`config.mk`:
```
export PLATFORM = sky130hd
export DESIGN_NAME = smart_cargo_movimento_uc_flat
export DESIGN_NICKNAME = d
export VERILOG_FILES = /design/src/rtl/smart_cargo_movimento_uc_if.sv /design/src/rtl/smart_cargo_movimento_uc.sv /design/src/flat_wrapper.sv
export SDC_FILE = /design/constraint.sdc
export NUM_CORES = 1
export LEC_CHECK = 0
export ABC_AREA = 1
export CAP_MARGIN = 40
export CORE_ASPECT_RATIO = 0.9
export CORE_MARGIN = 10
export CORE_UTILIZATION = 50
export DETAILED_ROUTE_END_ITERATION = 8
export GPL_TIMING_DRIVEN = 0
export PLACE_DENSITY = 0.74
export SLEW_MARGIN = 25
export SYNTH_ARGS = -nofsm -noshare
export SYNTH_HDL_FRONTEND = slang
export SYNTH_SLANG_ARGS = --single-unit
```
`constraint.sdc`:
```
create_clock -name clock -period 1.75 [get_ports clock]
set_input_delay 0.4375 -clock clock [delete_from_list [all_inputs] [get_ports clock]]
set_output_delay 0.4375 -clock clock [all_outputs]
set_load 0.01 [all_outputs]
```
`src/rtl/smart_cargo_movimento_uc_if.sv`:
```
// Status/command bundle between the elevator control unit and its datapath.
// The master side drives the status flags; the slave side (control unit) drives the enables.
interface smart_cargo_movimento_uc_if;
    logic       iniciar;
    logic       emergencia;
    logic       temDestino;
    logic       chegouDestino;
    logic       sobe;
    logic       eh_origem_fila;
    logic       bordaSensorAtivo;
    logic       fimT;
    logic       inicializa_andar;
    logic       enableAndarAtual;
    logic       inicia_ultrasonico;
    logic       zeraT;
    logic       contaT;
    logic       coloca_objetos;
    logic       tira_objetos;
    logic       shift;
    logic       motor_sobe;
    logic       motor_desce;
    logic       porta_aberta;
    logic       falha;
    logic [7:0] db_paradas;
    logic [3:0] db_estado;

    modport master (
        output iniciar, emergencia, temDestino, chegouDestino, sobe, eh_origem_fila,
               bordaSensorAtivo, fimT,
        input  inicializa_andar, enableAndarAtual, inicia_ultrasonico, zeraT, contaT,
               coloca_objetos, tira_objetos, shift, motor_sobe, motor_desce,
               porta_aberta, falha, db_paradas, db_estado
    );

    modport slave (
        input  iniciar, emergencia, temDestino, chegouDestino, sobe, eh_origem_fila,
               bordaSensorAtivo, fimT,
        output inicializa_andar, enableAndarAtual, inicia_ultrasonico, zeraT, contaT,
               coloca_objetos, tira_objetos, shift, motor_sobe, motor_desce,
               porta_aberta, falha, db_paradas, db_estado
    );
endinterface

```
`src/rtl/smart_cargo_movimento_uc.sv`:
```
// Smart cargo elevator control unit: sequences travel, load/unload, dwell and queue shift,
// with a travel watchdog. Define SMART_CARGO_CONTA_PARADAS_EN to enable the stop counter.
module smart_cargo_movimento_uc #(
    parameter int TIMEOUT_ANDAR = 250000000,
    parameter int W_WDOG        = 28
) (
    input  logic                        clock,
    input  logic                        reset,
    smart_cargo_movimento_uc_if.slave   bus
);

    typedef enum logic [3:0] {
        INICIAL    = 4'h0,
        INICIALIZA = 4'h1,
        OCIOSO     = 4'h2,
        DECIDE     = 4'h3,
        MOVENDO    = 4'h4,
        ATUALIZA   = 4'h5,
        ABRE_PORTA = 4'h6,
        CARGA      = 4'h7,
        ESPERA     = 4'h8,
        PROXIMO    = 4'h9,
        EMERGENCIA = 4'hA,
        FALHA      = 4'hB
    } t_estado;

    t_estado           r_state;
    logic              r_dir;
    logic [W_WDOG-1:0] r_wdog;

    t_estado           w_next;
    logic              w_dir;
    logic              w_wdog_fim;

    logic r_inicializa_andar, r_enableAndarAtual, r_inicia_ultrasonico;
    logic r_zeraT, r_contaT, r_coloca_objetos, r_tira_objetos, r_shift;
    logic r_motor_sobe, r_motor_desce, r_porta_aberta, r_falha;

    assign w_wdog_fim = (r_wdog == W_WDOG'(TIMEOUT_ANDAR - 1));

    always_comb begin
        w_next = r_state;
        w_dir  = r_dir;
        if (bus.emergencia && r_state != INICIAL && r_state != FALHA) begin
            w_next = EMERGENCIA;
        end else begin
            case (r_state)
                INICIAL:    if (bus.iniciar) w_next = INICIALIZA;
                INICIALIZA: w_next = OCIOSO;
                OCIOSO:     if (bus.temDestino) w_next = DECIDE;
                DECIDE: begin
                    if (bus.chegouDestino) begin
                        w_next = ABRE_PORTA;
                    end else begin
                        w_next = MOVENDO;
                        w_dir  = bus.sobe;
                    end
                end
                // A floor edge in the same cycle as watchdog expiry still counts as progress.
                MOVENDO: begin
                    if (bus.bordaSensorAtivo) w_next = ATUALIZA;
                    else if (w_wdog_fim)      w_next = FALHA;
                end
                ATUALIZA:   w_next = DECIDE;
                ABRE_PORTA: w_next = CARGA;
                CARGA:      w_next = ESPERA;
                ESPERA:     if (bus.fimT) w_next = PROXIMO;
                PROXIMO:    w_next = OCIOSO;
                EMERGENCIA: if (!bus.emergencia && bus.iniciar) w_next = OCIOSO;
                FALHA:      w_next = FALHA;
                default:    w_next = INICIAL;
            endcase
        end
    end

    // Outputs are decoded from the next state so they appear registered alongside it.
    always_ff @(posedge clock or posedge reset) begin
        if (reset) begin
            r_state              <= INICIAL;
            r_dir                <= 1'b0;
            r_wdog               <= '0;
            r_inicializa_andar   <= 1'b0;
            r_enableAndarAtual   <= 1'b0;
            r_inicia_ultrasonico <= 1'b0;
            r_zeraT              <= 1'b0;
            r_contaT             <= 1'b0;
            r_coloca_objetos     <= 1'b0;
            r_tira_objetos       <= 1'b0;
            r_shift              <= 1'b0;
            r_motor_sobe         <= 1'b0;
            r_motor_desce        <= 1'b0;
            r_porta_aberta       <= 1'b0;
            r_falha              <= 1'b0;
        end else begin
            r_state <= w_next;
            r_dir   <= w_dir;
            r_wdog  <= (r_state == MOVENDO && w_next == MOVENDO) ? r_wdog + 1'b1 : '0;

            r_inicializa_andar   <= 1'b0;
            r_enableAndarAtual   <= 1'b0;
            r_inicia_ultrasonico <= !(w_next inside {INICIAL, EMERGENCIA, FALHA});
            r_zeraT              <= 1'b0;
            r_contaT             <= 1'b0;
            r_coloca_objetos     <= 1'b0;
            r_tira_objetos       <= 1'b0;
            r_shift              <= 1'b0;
            r_motor_sobe         <= 1'b0;
            r_motor_desce        <= 1'b0;
            r_porta_aberta       <= 1'b0;
            r_falha              <= 1'b0;
            case (w_next)
                INICIALIZA: r_inicializa_andar <= 1'b1;
                MOVENDO: begin
                    r_motor_sobe  <= w_dir;
                    r_motor_desce <= ~w_dir;
                end
                ATUALIZA:   r_enableAndarAtual <= 1'b1;
                ABRE_PORTA: begin
                    r_porta_aberta <= 1'b1;
                    r_zeraT        <= 1'b1;
                end
                CARGA: begin
                    r_porta_aberta   <= 1'b1;
                    r_coloca_objetos <= bus.eh_origem_fila;
                    r_tira_objetos   <= ~bus.eh_origem_fila;
                end
                ESPERA: begin
                    r_porta_aberta <= 1'b1;
                    r_contaT       <= 1'b1;
                end
                PROXIMO:    r_shift <= 1'b1;
                FALHA:      r_falha <= 1'b1;
                default:    ;
            endcase
        end
    end

`ifdef SMART_CARGO_CONTA_PARADAS_EN
    logic [7:0] r_paradas;

    always_ff @(posedge clock or posedge reset) begin
        if (reset)
            r_paradas <= '0;
        else if (r_state == PROXIMO && r_paradas != 8'hFF)
            r_paradas <= r_paradas + 8'd1;
    end

    assign bus.db_paradas = r_paradas;
`else
    assign bus.db_paradas = 8'd0;
`endif

    assign bus.db_estado          = r_state;
    assign bus.inicializa_andar   = r_inicializa_andar;
    assign bus.enableAndarAtual   = r_enableAndarAtual;
    assign bus.inicia_ultrasonico = r_inicia_ultrasonico;
    assign bus.zeraT              = r_zeraT;
    assign bus.contaT             = r_contaT;
    assign bus.coloca_objetos     = r_coloca_objetos;
    assign bus.tira_objetos       = r_tira_objetos;
    assign bus.shift              = r_shift;
    assign bus.motor_sobe         = r_motor_sobe;
    assign bus.motor_desce        = r_motor_desce;
    assign bus.porta_aberta       = r_porta_aberta;
    assign bus.falha              = r_falha;

endmodule

```
`src/flat_wrapper.sv`:
```
// flat-port wrapper written by rule: the top's interface ports become plain ports
module smart_cargo_movimento_uc_flat 
#(
    parameter int TIMEOUT_ANDAR = 250000000,
    parameter int W_WDOG        = 28
)
  (clock, reset, bus_iniciar, bus_emergencia, bus_temDestino, bus_chegouDestino, bus_sobe, bus_eh_origem_fila, bus_bordaSensorAtivo, bus_fimT, bus_inicializa_andar, bus_enableAndarAtual, bus_inicia_ultrasonico, bus_zeraT, bus_contaT, bus_coloca_objetos, bus_tira_objetos, bus_shift, bus_motor_sobe, bus_motor_desce, bus_porta_aberta, bus_falha, bus_db_paradas, bus_db_estado);
  smart_cargo_movimento_uc_if bus_i ();
  input  logic clock;
  input  logic reset;
  input wire logic [$bits(bus_i.iniciar)-1:0] bus_iniciar;
  input wire logic [$bits(bus_i.emergencia)-1:0] bus_emergencia;
  input wire logic [$bits(bus_i.temDestino)-1:0] bus_temDestino;
  input wire logic [$bits(bus_i.chegouDestino)-1:0] bus_chegouDestino;
  input wire logic [$bits(bus_i.sobe)-1:0] bus_sobe;
  input wire logic [$bits(bus_i.eh_origem_fila)-1:0] bus_eh_origem_fila;
  input wire logic [$bits(bus_i.bordaSensorAtivo)-1:0] bus_bordaSensorAtivo;
  input wire logic [$bits(bus_i.fimT)-1:0] bus_fimT;
  output wire logic [$bits(bus_i.inicializa_andar)-1:0] bus_inicializa_andar;
  output wire logic [$bits(bus_i.enableAndarAtual)-1:0] bus_enableAndarAtual;
  output wire logic [$bits(bus_i.inicia_ultrasonico)-1:0] bus_inicia_ultrasonico;
  output wire logic [$bits(bus_i.zeraT)-1:0] bus_zeraT;
  output wire logic [$bits(bus_i.contaT)-1:0] bus_contaT;
  output wire logic [$bits(bus_i.coloca_objetos)-1:0] bus_coloca_objetos;
  output wire logic [$bits(bus_i.tira_objetos)-1:0] bus_tira_objetos;
  output wire logic [$bits(bus_i.shift)-1:0] bus_shift;
  output wire logic [$bits(bus_i.motor_sobe)-1:0] bus_motor_sobe;
  output wire logic [$bits(bus_i.motor_desce)-1:0] bus_motor_desce;
  output wire logic [$bits(bus_i.porta_aberta)-1:0] bus_porta_aberta;
  output wire logic [$bits(bus_i.falha)-1:0] bus_falha;
  output wire logic [$bits(bus_i.db_paradas)-1:0] bus_db_paradas;
  output wire logic [$bits(bus_i.db_estado)-1:0] bus_db_estado;
  assign bus_i.iniciar = bus_iniciar;
  assign bus_i.emergencia = bus_emergencia;
  assign bus_i.temDestino = bus_temDestino;
  assign bus_i.chegouDestino = bus_chegouDestino;
  assign bus_i.sobe = bus_sobe;
  assign bus_i.eh_origem_fila = bus_eh_origem_fila;
  assign bus_i.bordaSensorAtivo = bus_bordaSensorAtivo;
  assign bus_i.fimT = bus_fimT;
  assign bus_inicializa_andar = bus_i.inicializa_andar;
  assign bus_enableAndarAtual = bus_i.enableAndarAtual;
  assign bus_inicia_ultrasonico = bus_i.inicia_ultrasonico;
  assign bus_zeraT = bus_i.zeraT;
  assign bus_contaT = bus_i.contaT;
  assign bus_coloca_objetos = bus_i.coloca_objetos;
  assign bus_tira_objetos = bus_i.tira_objetos;
  assign bus_shift = bus_i.shift;
  assign bus_motor_sobe = bus_i.motor_sobe;
  assign bus_motor_desce = bus_i.motor_desce;
  assign bus_porta_aberta = bus_i.porta_aberta;
  assign bus_falha = bus_i.falha;
  assign bus_db_paradas = bus_i.db_paradas;
  assign bus_db_estado = bus_i.db_estado;
  smart_cargo_movimento_uc #(.TIMEOUT_ANDAR(TIMEOUT_ANDAR), .W_WDOG(W_WDOG)) u_core (.clock(clock), .reset(reset), .bus(bus_i));
endmodule
```
==> impl_summary.log <==
[metrics] Total GRT Usage: 0.134
[metrics] highest-count cells in the layout ignoring fill and taps: 49 x sky130_fd_sc_hd__nand2_1, 38 x sky130_fd_sc_hd__dfrtp_1, 34 x sky130_fd_sc_hd__nor2_1, 31 x sky130_fd_sc_hd__buf_4
[metrics] H-tree Lvls: 2
[metrics] Startpoint Class: register
[metrics] run status: finished with violations
[metrics] ordered list of cells on the worst path: nand2_1 -> nor2_1 -> nand2_1 -> nor2_2 -> nand2_2 -> nand2_2 -> nand2_2 -> a21oi_4 -> nor2_4 -> nand3_4 -> buf_12 -> nor2_4
[metrics] Die Outline Area: 0.00874 mm2
[metrics] required time worst endpoint: 1.94 ns
[metrics] number of distinct library cells after synthesis: 28
[metrics] Root Buffer Master: sky130_fd_sc_hd__clkbuf_8
[metrics] average footprint of a synthesized cell: 8.65 um2
[metrics] area grow syn2layout: 32.3%
[metrics] Hold/Removal Path Class: input port to asynchronous set/reset pin
[metrics] sink count of the clock tree: 45
[metrics] die height: 89.7 um
[metrics] clk_lat worst skew: 0.31 ns
[metrics] static power due to leakage: 1.54 nW
[metrics] IO Pins: 34
[metrics] Final Hold Violating Endpoints: 0
[metrics] final-report max-slew violation count: 0
[metrics] switching portion of total power: 0.362
[metrics] Gate Count Post-Synth: 312
[metrics] cell type of the slowest stage on the worst timing path: sky130_fd_sc_hd__dfrtp_1
[metrics] antenna violations before repair: 0
[metrics] proportion of layout cells with a drive suffix above 1: 0.385
[metrics] start of the worst register-to-register path: u_core.r_wdog[22]
[metrics] via/cell ratio: 4.87
[metrics] combinational share of power: 0.342
[metrics] overflow left after global routing: 0
[metrics] drt drc: 0
[metrics] clock group share of total power: 0.236
[metrics] hold buffers post-CTS: 0
[metrics] mean routed wirelength per cell: 13.4 um
[metrics] overall routed net length: 5990 um
[metrics] Antenna diodes: 0
[metrics] unrepaired setup endpoints after global routing: true
[metrics] count of antenna-violating nets left after detailed routing: 0
[metrics] number of storage elements in the synthesis netlist: 45
[metrics] Worst Reg-to-Reg Cells: 12
[metrics] largest net degree at the start of global routing: 26
[metrics] detailed-router iteration count before antenna repair: 5
[metrics] number of buffer and inverter stages on the critical path: 1
[metrics] data arrival time at the worst-slack endpoint: 2.08 ns
[metrics] failing checks: negative setup slack
[metrics] internal power: 1.81 mW
[metrics] initial cell density of the core: 0.513
[metrics] Final Net Count: 389
[metrics] Slew HR: 0.626
[metrics] worst setup path category: register to register
[metrics] maximum achievable frequency: 0.530 GHz
[metrics] worst clock skew: 0.00923 ns
[metrics] row count: 25
[metrics] first-pass GRT wire length: 9740 um
[metrics] Final Worst Setup Slack: -0.137 ns
[metrics] clock buffers created by TritonCTS: 5
[metrics] nature of the critical path endpoint: register
[metrics] TritonCTS clock tree: yes
[metrics] Synth Warn #: 0
[metrics] setup slack at placement: -0.319 ns
[metrics] total via count in the routed design: 2170
[metrics] Critical Path Max Stage Delay: 0.40 ns
[metrics] worst-margin pin slew: 0.560 ns
[metrics] most common library cell in the layout ignoring fill and taps: sky130_fd_sc_hd__nand2_1
[metrics] CP top delay family: simple AND/OR/NAND/NOR gates
[metrics] die span in x: 97.4 um
[metrics] detailed placement HPWL: 4070 um
[metrics] clock transition at the register clock pins on the worst setup and hold paths after CTS: 0.09 ns
[metrics] final cycle utilization of the critical path: 1.08
[metrics] post-synthesis sequential area ratio: 0.417
[metrics] Iteration-0 DRC Markers: 93
[metrics] smallest hold slack: 0.493 ns
[metrics] reported max-cap violation count: 0
[metrics] sequential group share of total power: 0.422
[metrics] post-layout min period: 1.89 ns
[metrics] worst setup slack for register-to-register paths: -0.14 ns
[metrics] maximum fanout along the worst path: 10
[metrics] worst IR drop on VDD: 872 uV
[metrics] capture point of the worst reg-to-reg path: u_core.r_wdog[12]
[metrics] most used cell along the critical path: sky130_fd_sc_hd__nand2_2
[metrics] cell area after technology mapping: 0.00270 mm2
[metrics] net switching power: 1.03 mW
[metrics] deepest clock path buffer count: 2
[metrics] number of failing setup endpoints in the final timing report: 31
[metrics] number of port buffers: 25
[metrics] final estimated routing congestion in global placement: 0.934
[metrics] power density over cell area: 793 mW/mm2
[metrics] Floorplan Core Area: 0.00526 mm2
[metrics] vias in the first global route: 2196
==> registers in the layout, indices dropped and copies added (netlist names) <==
register,count
u_core.bus.zeraT,1
u_core.bus.falha,1
u_core.bus.db_estado,4
u_core.r_wdog,28
u_core.bus.coloca_objetos,1
u_core.bus.inicializa_andar,1
u_core.bus.inicia_ultrasonico,1
u_core.bus.enableAndarAtual,1
u_core.bus.tira_objetos,1
u_core.bus.motor_sobe,1
u_core.bus.shift,1
u_core.bus.contaT,1
u_core.r_dir,1
u_core.bus.porta_aberta,1
u_core.bus.motor_desce,1
==> power by group through the flow <==
stage               Clock [mW]  Combinational (mW)  Sequential [mW]
floorplan                    0               0.501             1.22
global placement             0               0.776             1.19
detailed placement           0               0.798             1.19
CTS                      0.677               0.847             1.19
global route             0.722                1.07             1.20
finish                   0.668               0.968             1.20
==> cell families after synthesis <==
group | share of synthesized area
buf+inv | 0.103
other cells | 0.00139
flops | 0.417
compound gates | 0.0274
xor+xnor | 0.0812
simple gates | 0.365
fa+ha+maj | 0.00464
==> stage by stage <==
stage | cell area (um2) | std cells | total power [mW] | TNS (ns) | utilization
final | 3570 | 446 | 2.83 | -3.12 | 0.679
after global routing | 3570 | 446 | 2.99 | -5.85 | 0.679
after CTS | 3410 | 439 | 2.71 | -1.98 | 0.649
after detailed placement | 3090 | 412 | 1.99 | -6.69 | 0.587
after global placement | 3060 | 411 | 1.97 | -34.36 | 0.582
after floorplan | 2720 | 319 | 1.72 | 0 | -
==> Yosys cell counts, drive strengths merged <==
master,number,area [um2]
nor2,69,439
nand2,68,268
dfrtp,45,1130
inv,42,158
xor2,18,158
nand3,17,125
buf,12,119
nand4,12,75.1
nor3,11,66.3
xnor2,7,61.3
a21oi,4,42.5
a32oi,1,16.3
conb,1,3.75
ha,1,12.5
nor4,1,6.26
o211ai,1,7.51
o21a,1,7.51
or2,1,6.26
==> timing repair <==
item                                   4_1_cts  5_1_grt
endpoints found under the hold margin        0        0
setup buffers                               19       10
gates cloned                                 1        0
setup endpoints to repair                   30       39
pin swaps                                   12       21
gates resized for setup                     26       39
==> area by class of cell <==
cell class	count	area, um2
Fill cell	402	1690
Multi-Input combinational cell	220	1500
Sequential cell	45	1130
Timing Repair Buffer	54	510
Inverter	42	158
Buffer	10	91.3
Tap cell	67	83.8
Clock buffer	5	68.8
Clock inverter	3	21.3
==> worst max-delay path by stage <==
stage	slack [ns]	end	start	cells past startpoint
final	-0.14	u_core.r_wdog[12]	u_core.r_wdog[22]	12
after detailed placement	-0.32	u_core.r_wdog[24]	u_core.r_wdog[0]	9
after global placement	-0.64	u_core.bus.motor_sobe	reset	2
after global routing	-0.22	u_core.r_wdog[13]	u_core.r_wdog[22]	12
after CTS	-0.12	u_core.r_wdog[22]	u_core.r_wdog[7]	15
after floorplan	0.01	u_core.r_wdog[20]	u_core.r_wdog[0]	9
==> routing by layer <==
layer / vias to the layer above / share of wire / GRT usage
met2: 50 / 0.52 / 0.251
met3: 8 / 0.057 / 0.0383
li1: 1078 / - / -
met1: 1034 / 0.42 / 0.145
met5: - / 0 / 0
met4: 0 / 0.0088 / 0.0396
No activity file was read; power rests on OpenSTA's default activity.
